File: src/rtl/camera_pixel_assembler.sv
// OV7670 byte-stream to RGB565 pixel assembler, pixel-clock domain only.
// Optional colour-bar generator: define CAMERA_TEST_PATTERN_EN.
module camera_pixel_assembler #(
   parameter int FRAME_WIDTH  = 320,
   parameter int FRAME_HEIGHT = 240
) (
   input  logic        pixel_clock_in,
   input  logic        reset_n_in,
   input  logic [7:0]  camera_data_in,
   input  logic        camera_href_in,
   input  logic        camera_vsync_in,
   output logic [15:0] pixel_data,
   output logic        pixel_valid,
   output logic        frame_done,
   output logic [8:0]  pixel_x,
   output logic [7:0]  pixel_y,
   output logic [7:0]  frame_count,
   output logic        frame_error
);

   localparam logic [8:0] W = 9'(FRAME_WIDTH);
   localparam logic [7:0] H = 8'(FRAME_HEIGHT);

   typedef enum logic [1:0] {
      WAIT_SYNC,
      LINE_IDLE,
      BYTE_LO,
      BYTE_HI
   } state_t;

   state_t      state_q, state_d;
   logic [7:0]  data_r_q;
   logic        href_r_q;
   logic        vsync_r_q;
   logic        vsync_p_q;
   logic [7:0]  hi_q, hi_d;
   logic [8:0]  x_q, x_d;
   logic [7:0]  y_q, y_d;
   logic [15:0] pixel_data_q, pixel_data_d;
   logic        pixel_valid_q, pixel_valid_d;
   logic        frame_done_q, frame_done_d;
   logic [8:0]  pixel_x_q, pixel_x_d;
   logic [7:0]  pixel_y_q, pixel_y_d;
   logic [7:0]  frame_count_q, frame_count_d;
   logic        frame_error_q, frame_error_d;
   logic        vs_rise, vs_fall;
   logic        in_bounds;
   logic [8:0]  x_inc;
   logic [7:0]  y_inc;
   logic [15:0] pix_word;

   assign vs_rise   = vsync_r_q & ~vsync_p_q;
   assign vs_fall   = ~vsync_r_q & vsync_p_q;
   assign in_bounds = (x_q < W) && (y_q < H);
   assign x_inc     = (x_q < W) ? x_q + 9'd1 : W;
   assign y_inc     = (y_q < H) ? y_q + 8'd1 : H;

`ifdef CAMERA_TEST_PATTERN_EN
   logic [2:0] bar;

   // Colour bar for the column being completed
   always_comb begin
      bar = 3'((32'(x_q) * 32'd8) / 32'(FRAME_WIDTH));
      case (bar)
         3'd0:    pix_word = 16'hFFFF;
         3'd1:    pix_word = 16'hFFE0;
         3'd2:    pix_word = 16'h07FF;
         3'd3:    pix_word = 16'h07E0;
         3'd4:    pix_word = 16'hF81F;
         3'd5:    pix_word = 16'hF800;
         3'd6:    pix_word = 16'h001F;
         default: pix_word = 16'h0000;
      endcase
   end
`else
   assign pix_word = {hi_q, data_r_q};
`endif

   // Input stage: one register on every camera pin, plus vsync history
   always_ff @(posedge pixel_clock_in or negedge reset_n_in) begin
      if (!reset_n_in) begin
         data_r_q  <= 8'd0;
         href_r_q  <= 1'b0;
         vsync_r_q <= 1'b0;
         vsync_p_q <= 1'b0;
      end else begin
         data_r_q  <= camera_data_in;
         href_r_q  <= camera_href_in;
         vsync_r_q <= camera_vsync_in;
         vsync_p_q <= vsync_r_q;
      end
   end

   // State and datapath registers
   always_ff @(posedge pixel_clock_in or negedge reset_n_in) begin
      if (!reset_n_in) begin
         state_q       <= WAIT_SYNC;
         hi_q          <= 8'd0;
         x_q           <= 9'd0;
         y_q           <= 8'd0;
         pixel_data_q  <= 16'd0;
         pixel_valid_q <= 1'b0;
         frame_done_q  <= 1'b0;
         pixel_x_q     <= 9'd0;
         pixel_y_q     <= 8'd0;
         frame_count_q <= 8'd0;
         frame_error_q <= 1'b0;
      end else begin
         state_q       <= state_d;
         hi_q          <= hi_d;
         x_q           <= x_d;
         y_q           <= y_d;
         pixel_data_q  <= pixel_data_d;
         pixel_valid_q <= pixel_valid_d;
         frame_done_q  <= frame_done_d;
         pixel_x_q     <= pixel_x_d;
         pixel_y_q     <= pixel_y_d;
         frame_count_q <= frame_count_d;
         frame_error_q <= frame_error_d;
      end
   end

   // Next state: vsync rise always ends the frame outside WAIT_SYNC
   always_comb begin
      state_d = state_q;
      case (state_q)
         WAIT_SYNC: if (vs_fall) state_d = LINE_IDLE;
         LINE_IDLE: begin
            if (vs_rise)       state_d = WAIT_SYNC;
            else if (href_r_q) state_d = BYTE_LO;
         end
         BYTE_LO: begin
            if (vs_rise)       state_d = WAIT_SYNC;
            else if (href_r_q) state_d = BYTE_HI;
            else               state_d = LINE_IDLE;
         end
         BYTE_HI: begin
            if (vs_rise)       state_d = WAIT_SYNC;
            else if (href_r_q) state_d = BYTE_LO;
            else               state_d = LINE_IDLE;
         end
         default:              state_d = WAIT_SYNC;
      endcase
   end

   // Outputs, counters and error tracking per state
   always_comb begin
      hi_d          = hi_q;
      x_d           = x_q;
      y_d           = y_q;
      pixel_data_d  = pixel_data_q;
      pixel_valid_d = 1'b0;
      frame_done_d  = 1'b0;
      pixel_x_d     = pixel_x_q;
      pixel_y_d     = pixel_y_q;
      frame_count_d = frame_count_q;
      frame_error_d = frame_error_q;
      if (state_q == WAIT_SYNC) begin
         if (vs_fall) begin
            x_d           = 9'd0;
            y_d           = 8'd0;
            frame_error_d = 1'b0;
         end
      end else if (vs_rise) begin
         frame_done_d  = 1'b1;
         frame_count_d = frame_count_q + 8'd1;
         if (href_r_q || state_q == BYTE_LO || y_q != H)
            frame_error_d = 1'b1;
      end else begin
         case (state_q)
            LINE_IDLE: if (href_r_q) hi_d = data_r_q;
            BYTE_LO: begin
               if (href_r_q) begin
                  if (in_bounds) begin
                     pixel_valid_d = 1'b1;
                     pixel_data_d  = pix_word;
                     pixel_x_d     = x_q;
                     pixel_y_d     = y_q;
                  end else begin
                     frame_error_d = 1'b1;
                  end
                  x_d = x_inc;
               end else begin
                  frame_error_d = 1'b1;
                  x_d           = 9'd0;
                  y_d           = y_inc;
               end
            end
            BYTE_HI: begin
               if (href_r_q) begin
                  hi_d = data_r_q;
               end else begin
                  if (x_q != W) frame_error_d = 1'b1;
                  x_d = 9'd0;
                  y_d = y_inc;
               end
            end
            default: ;
         endcase
      end
   end

   assign pixel_data  = pixel_data_q;
   assign pixel_valid = pixel_valid_q;
   assign frame_done  = frame_done_q;
   assign pixel_x     = pixel_x_q;
   assign pixel_y     = pixel_y_q;
   assign frame_count = frame_count_q;
   assign frame_error = frame_error_q;

endmodule
File: config.mk
export PLATFORM = sky130hd
export DESIGN_NAME = camera_pixel_assembler
export DESIGN_NICKNAME = d
export VERILOG_FILES = /design/src/rtl/camera_pixel_assembler.sv
export SDC_FILE = /design/constraint.sdc
export NUM_CORES = 1
export LEC_CHECK = 0
export ABC_AREA = 1
export CAP_MARGIN = 10
export CORE_MARGIN = 2
export CORE_UTILIZATION = 62
export CTS_CLUSTER_SIZE = 30
export DETAILED_ROUTE_END_ITERATION = 10
export DONT_BUFFER_PORTS = 1
export GPL_ROUTABILITY_DRIVEN = 0
export PLACE_DENSITY_LB_ADDON = 0.3
export SLEW_MARGIN = 20
export SYNTH_ARGS = -nofsm -noshare
export SYNTH_HDL_FRONTEND = slang
export SYNTH_SLANG_ARGS = --single-unit
File: constraint.sdc
create_clock -name pixel_clock_in -period 1.84 [get_ports pixel_clock_in]
set_input_delay 0.276 -clock pixel_clock_in [delete_from_list [all_inputs] [get_ports pixel_clock_in]]
set_output_delay 0.276 -clock pixel_clock_in [all_outputs]
set_load 0.01 [all_outputs]
==> results of run 1 <==
[placed cells by master, fill, tap and decap left out]
cell / count
o21ai_2: 2
a21oi_2: 1
nor2_4: 4
nor3_1: 1
inv_6: 2
dfrtp_1: 82
clkinv_4: 1
o21ai_4: 1
a21boi_0: 1
ha_1: 5
clkbuf_8: 9
inv_1: 48
xnor2_1: 2
a21oi_1: 4
nand2_4: 2
nand2_2: 2
clkinvlp_4: 2
o22ai_1: 3
nand3_1: 16
clkinv_2: 1
o21ai_1: 6
xor2_1: 6
a31oi_1: 1
bufinv_16: 1
o21ai_0: 41
dlygate4sd3_1: 10
nor2_1: 26
nand2_1: 106
inv_2: 3
buf_4: 3
nor2_2: 3
nand4_1: 5
[area by class of cell]
cell class,instances,area [µm²],share of cell area (%)
clock buffers,9,124,3.23
inverters,51,191,5.00
multi-input cells,238,1170,30.6
flip-flops and latches,82,2050,53.6
clock inverters,7,76.3,1.99
repair buffers,13,123,3.20
well taps,72,90.1,2.35
[worst min path at each step]
stage	slack, ns	endpoint	cells after the start	start
floorplan	-0.02	data_r_q[0]	0	reset_n_in
global placement	-0.02	pixel_x[3]	0	reset_n_in
detailed placement	-0.02	pixel_x[1]	0	reset_n_in
CTS	-0.40	pixel_data[14]	0	reset_n_in
global route	-0.40	pixel_data[13]	0	reset_n_in
finish	-0.38	pixel_data[0]	0	reset_n_in
[metrics by stage]
stage / power (mW) / setup WS, ns / instances
after floorplan: 3.50 / 0.494 / 379
after global placement: 3.67 / 0.362 / 446
after detailed placement: 3.74 / 0.307 / 446
after CTS: 5.07 / 0.305 / 472
after global routing: 5.35 / 0.0864 / 472
final: 5.01 / 0.311 / 472
[registers in the layout (all words and copies together), names as in the netlist]
register,cells
data_r_q,8
frame_count,8
frame_done,1
frame_error,1
hi_q,8
href_r_q,1
pixel_data,16
pixel_valid,1
pixel_x,9
pixel_y,8
state_q,2
vsync_p_q,1
vsync_r_q,1
x_q,9
y_q,8
[power by group through the flow]
stage / registers [mW] / clock network, mW / logic [mW]
2_1_floorplan: 2.61 / 0 / 0.893
4_1_cts: 2.66 / 1.33 / 1.09
3_3_place_gp: 2.67 / 0 / 0.999
6_report: 2.65 / 1.29 / 1.06
5_1_grt: 2.71 / 1.39 / 1.25
3_5_place_dp: 2.69 / 0 / 1.05
[layer usage]
layer / wire length, µm / up-vias / GRT usage, % / part of all wire (%)
met5: 0 / - / 0 / 0
met4: 74 / 0 / 8.79 / 1.2
met3: 332 / 7 / 6.25 / 5.4
met2: 2900 / 54 / 35.3 / 47
met1: 2830 / 1149 / 28.7 / 46
li1: - / 1217 / - / -
[worst max-delay path, delay by kind of cell (launching register included)]
family	cells	cell delay, ns
flip-flops	1	0.42
buffers and inverters	2	0.39
AND/OR/NAND/NOR	6	0.60
[kinds of logic after synthesis]
logic type | Yosys count | share of synthesized area [%]
fa+ha+maj | 5 | 1.80
compound gates | 60 | 9.49
flops | 82 | 59.0
xor+xnor | 8 | 2.01
simple gates | 165 | 20.4
buf+inv | 59 | 7.30
==> results.md, run 1 <==
* CP peak stage delay at 0.42 ns
* Status: complete, but fails checks
* Ys async rst share at between 90% and 100%
* Top post-synthesis cells by area: dfrtp_1 59%, nand2_1 11%, o21ai_0 5.9%
* Post-synthesis sequential area ratio at 59.0%
* Worst min-delay path class: in -> async
* Mapped Avg Cell Area at a little over 9 µm²
* DRC viols at 0
* Clock slew at reported path FFs at 0.08 ns
* WL/cell at 13.0 µm
* Core area at approximately 5500 µm²
* Design Area, Final at 3830 µm²
* Layout cells sized above 1 at 9.25%
* Crit path from: y_q[6]
* Worst endpoint data arrival time at 1.77 ns
* # fillers at 403
* Final core utilization at 70.0%
* Worst path cell trace: nand2_1, nor2_4, nor2_1, nand2_2, buf_4, inv_2, nand2_1, nand2_1
* I/O Buffers at 0
* Yosys warns at 0
* Commonest cells in the netlist: 106 x nand2_1, 82 x dfrtp_1, 48 x inv_1, 41 x o21ai_0, 26 x nor2_1
* Slowest cell on crit path: dfrtp_1
* Tightest Pin Transition at 0.464 ns
* GRT Total Usage at ~22%
* Crit share post-route at approximately 83%
* Vias per inst at 5.14
* Worst R2R End: pixel_data[10]
* CTS sink cnt at just over 80
* RSZ-0062 raised after global routing: false
* Logic pwr share at 21.2%
* Hold slack at -0.383 ns
* Sw Ratio at a little over a third
* Detailed-route via count at about 2400
* Reg2Reg Setup Slack at between 0.3 and 0.4 ns
* Largest net degree at the start of global routing at 83
* Internal power at 3.23 mW
* Max-cap check violation count at 0
* Largest area contributor in the netlist: dfrtp_1
* CTS HTree Levels at 3
* Row count at 27
* Final wirelength at around 6.1 mm
* Fin. Hold Viols at 82
* Leak Pwr at around 1.9 nW
* Top cell type's share of synthesized area at 59.0%
* Bufs on Longest Clock Path at 2
* Clk pwr share at 25.8%
* Overflow after GRT at 0
* TritonCTS buffer count at 9
* Kind of critical path: reg -> reg
* Die area at 6230 µm²
* Reg-to-reg critical path startpoint: y_q[6]
* Clk_lat worst skew at ~0.34 ns
* Slew headroom at 69.1%
* Pwr/cell area at 1310 nW/µm²
* Cts hold-fix bufs at 10
* Critical path endpoint: pixel_data[10]
* Critical Path RT at approximately 2.1 ns
* Inserted Diodes at 0
* Final net count at a little over 400
* Resized cells post-CTS at 0
* Worst R2R Path Depth at 8
* Die Width at slightly below 80 µm
* Seq pwr share at 52.9%
* Die height at just under 80 µm
* Crit start category: flip-flop
* Initial antenna violation count at 0
* Count leader, synth: nand2_1
* Crit Path Max Fanout at 24
* Initial DRC Count at around 150
* Syn Nets at 396
* I/O pin cnt at 56
* Switch Pwr at 1.78 mW
* Setup Viol. Count Final at 0
* Min Tclk post-route at 1.53 ns
* Yosys cell types at 27
* Clock skew at 0.00607 ns
* Vias in the first global route at ~2400
* Final TNS setup at 0 ns
* Cell area after synthesis at 3480 µm²
* Total iterations of the first detailed-routing run at 4
* CP dominant cell by count: nand2_1
* Starting Density at 63.6%
* Max rail drop VDD at 0.902 mV
* Final Max Slew Viols at 0
* CTS root buf: clkbuf_8
* Top_reg_cell synth: dfrtp_1
* Post-synth EDFFs at 0
* Synth Register Bits at 82
* CTS tree: done
* DP Area at 3530 µm²
* Post-Synthesis Cells at around 380
* Area grow syn2layout at 10.1%
* CP Capture Type: flip-flop
* Post-CTS setup buffer count at 0
* Max Clock Freq at 654 MHz
* First-pass GRT wire length at about 11 mm
* Post-DRT Antenna Nets at 0
* Post-DP HPWL at 4.19 mm
* Failing checks: negative hold slack
No activity file was read; power rests on OpenSTA's default activity.
==> run 2, diff against run 1 <==
CORE_UTILIZATION = 56   (was 62)
clock period = 1.4 ns   (was 1.84 ns; I/O delays follow)
==> results.md, run 2 (same netlist as run 1, synthesis figures left out) <==
* Leak Pwr at 2.05 nW (+8.0%)
* Clk_lat worst skew at 0.36 ns (+0.02 ns)
* Critical path endpoint: x_q[3]
* Most frequent cells in the layout: 103 x nand2_1, 80 x dfrtp_1, 43 x inv_1, 34 x o21ai_0, 23 x buf_4
* Final net count at 436 (+5.8%)
* Cts hold-fix bufs at 10 (unchanged)
* Initial antenna violation count at 0 (unchanged)
* Pwr/cell area at 1720 nW/µm² (+32%)
* Final Max Slew Viols at 0 (unchanged)
* Die Width at 82.8 µm (+5.0%)
* Max Clock Freq at 709 MHz (+8.4%)
* Internal power at 4.59 mW (+42%)
* Row count at 28 (+3.7%)
* Critical Path RT at 1.70 ns (-0.38 ns)
* Worst R2R Path Depth at 9 (+1)
* Post-DP HPWL at 4.69 mm (+12%)
* Reg2Reg Setup Slack at -0.01 ns (-0.32 ns)
* I/O Buffers at 0 (unchanged)
* Failing checks: negative hold slack, negative setup slack
* PnR worst setup slack at -0.00965 ns (-0.321 ns)
* Max rail drop VDD at 1.01 mV (+12%)
* First-pass GRT wire length at 11.8 mm (+10%)
* Kind of critical path: reg -> reg
* CTS root buf: clkbuf_8
* Largest net degree at the start of global routing at 83 (unchanged)
* DRC viols at 0 (unchanged)
* Hold slack at -0.468 ns (-0.0846 ns)
* Final wirelength at 7.01 mm (+14%)
* CTS sink cnt at 82 (unchanged)
* Seq pwr share at 48.7% (-4.2 points)
* Logic pwr share at 26.4% (+5.2 points)
* Die height at 82.8 µm (+5.0%)
* Fin. Hold Viols at 82 (unchanged)
* Tightest Pin Transition at 0.272 ns (-0.192 ns)
* Worst endpoint data arrival time at 1.71 ns (-0.06 ns)
* Vias in the first global route at 2496 (+5.3%)
* Design Area, Final at 4150 µm² (+8.4%)
* Min Tclk post-route at 1.41 ns (-0.119 ns)
* Crit share post-route at 101% (+18 points)
* DP Area at 3690 µm² (+4.5%)
* Layout cells sized above 1 at 20.0% (+11 points)
* Setup Viol. Count Final at 1 (+1)
* Total iterations of the first detailed-routing run at 4 (unchanged)
* CP Capture Type: flip-flop
* Clock slew at reported path FFs at 0.09 ns (about the same)
* Status: complete, but fails checks
* Worst min-delay path class: in -> async
* Post-DRT Antenna Nets at 0 (unchanged)
* Switch Pwr at 2.55 mW (+43%)
* Die area at 6860 µm² (+10%)
* Inserted Diodes at 0 (unchanged)
* Largest register FFs at 16 (unchanged)
* Crit path from: vsync_p_q
* Most common cell after layout, fill and taps aside: nand2_1
* Initial DRC Count at 191 (+29%)
* Max-cap check violation count at 0 (unchanged)
* Vias per inst at 5.23 (+1.8%)
* Worst R2R End: x_q[3]
* RSZ-0062 raised after global routing: true
* Overflow after GRT at 0 (unchanged)
* Sw Ratio at 35.7% (+0.23 points)
* Reg-to-reg critical path startpoint: vsync_p_q
* I/O pin cnt at 56 (unchanged)
* GRT Total Usage at 21.4% (-0.67 points)
* Crit start category: flip-flop
* Starting Density at 58.4% (-5.2 points)
* Detailed-route via count at 2612 (+7.6%)
* CTS HTree Levels at 3 (unchanged)
* Slew headroom at 81.8% (+13 points)
* Bufs on Longest Clock Path at 2 (unchanged)
* Crit Path Max Fanout at 7 (-71%)
* TritonCTS buffer count at 9 (unchanged)
* Core area at 5960 µm² (+8.8%)
* WL/cell at 14.1 µm (+8.0%)
* Clk pwr share at 24.9% (-0.9 points)
* Final core utilization at 69.7% (-0.30 points)
* CTS tree: done
* Clock skew at 0.0130 ns (+0.00692 ns)
* Area grow syn2layout at 19.3%
* Post-place setup slack at -0.105 ns (-0.413 ns)
## run 2: changes by cell type in the layout (fill, tap and decap cells not counted), moves of 5 or more
cell / previous run / this run
inv_1: 48 / 43
o21ai_1: 6 / 11
nor2_4: 4 / 11
o21ai_0: 41 / 34
nor2_1: 26 / 18
inv_2: 3 / 8
buf_4: 3 / 23
## run 2: stage by stage
step                hold WS [ns]  power, mW  std cells  TNS (ns)
finish                    -0.468       7.15        499  -0.00965
global route              -0.488       7.62        499    -0.666
CTS                       -0.478       7.07        496         0
detailed placement       -0.0840       5.19        468    -0.609
global placement         -0.0840       5.09        468    -0.141
floorplan                -0.0856       4.60        379         0
## run 2: per-layer routing
| layer | wire [µm] | vias to the layer above | share of wire, % | track usage (%) |
|---|---|---|---|---|
| li1 | - | 1271 | - | - |
| met1 | 2970 | 1237 | 42 | 27.1 |
| met2 | 3450 | 88 | 49 | 34.7 |
| met3 | 438 | 16 | 6.2 | 6.36 |
| met4 | 152 | 0 | 2.2 | 8.49 |
| met5 | 0 | - | 0 | 0 |
## run 2: timing repair
action | CTS | global route
pin swaps | 3 | 9
buffers inserted | 2 | 3
gates resized for setup | 9 | 35
hold endpoints to repair | 92 | 82
setup endpoints to repair | 33 | 54
## run 2: worst min-delay path by stage
stage / from / to / slack, ns / cells after the start
3_5_place_dp: reset_n_in / pixel_data[8] / -0.08 / 0
2_1_floorplan: reset_n_in / data_r_q[0] / -0.09 / 0
5_1_grt: reset_n_in / pixel_data[8] / -0.49 / 0
3_3_place_gp: reset_n_in / pixel_data[9] / -0.08 / 0
4_1_cts: reset_n_in / pixel_data[8] / -0.48 / 0
6_report: reset_n_in / pixel_data[8] / -0.47 / 0
## run 2: final cells by class
| class | count | area (µm²) |
|---|---|---|
| timing repair buffer | 37 | 327 |
| sequential | 82 | 2050 |
| clock buffer | 10 | 138 |
| tap | 75 | 93.8 |
| inverter | 51 | 191 |
| multi-input combinational | 238 | 1270 |
| clock inverter | 6 | 72.6 |
| fill | 460 | 1810 |
## run 2: power groups by stage
stage	registers, mW	clock network [mW]	logic (mW)
final	3.48	1.78	1.88
after global routing	3.56	1.92	2.14
after CTS	3.48	1.82	1.76
after detailed placement	3.52	0	1.67
after global placement	3.49	0	1.60
after floorplan	3.43	0	1.17
## run 2: critical path, stage by stage, from the launching register on
cell and delay, ns:
dfrtp_1 0.38, inv_2 0.07, o21ai_4 0.20, nand2_4 0.09
a21oi_4 0.25, buf_6 0.16, nand2_2 0.04, nand2_1 0.05
nand2_1 0.06, inv_1 0.05
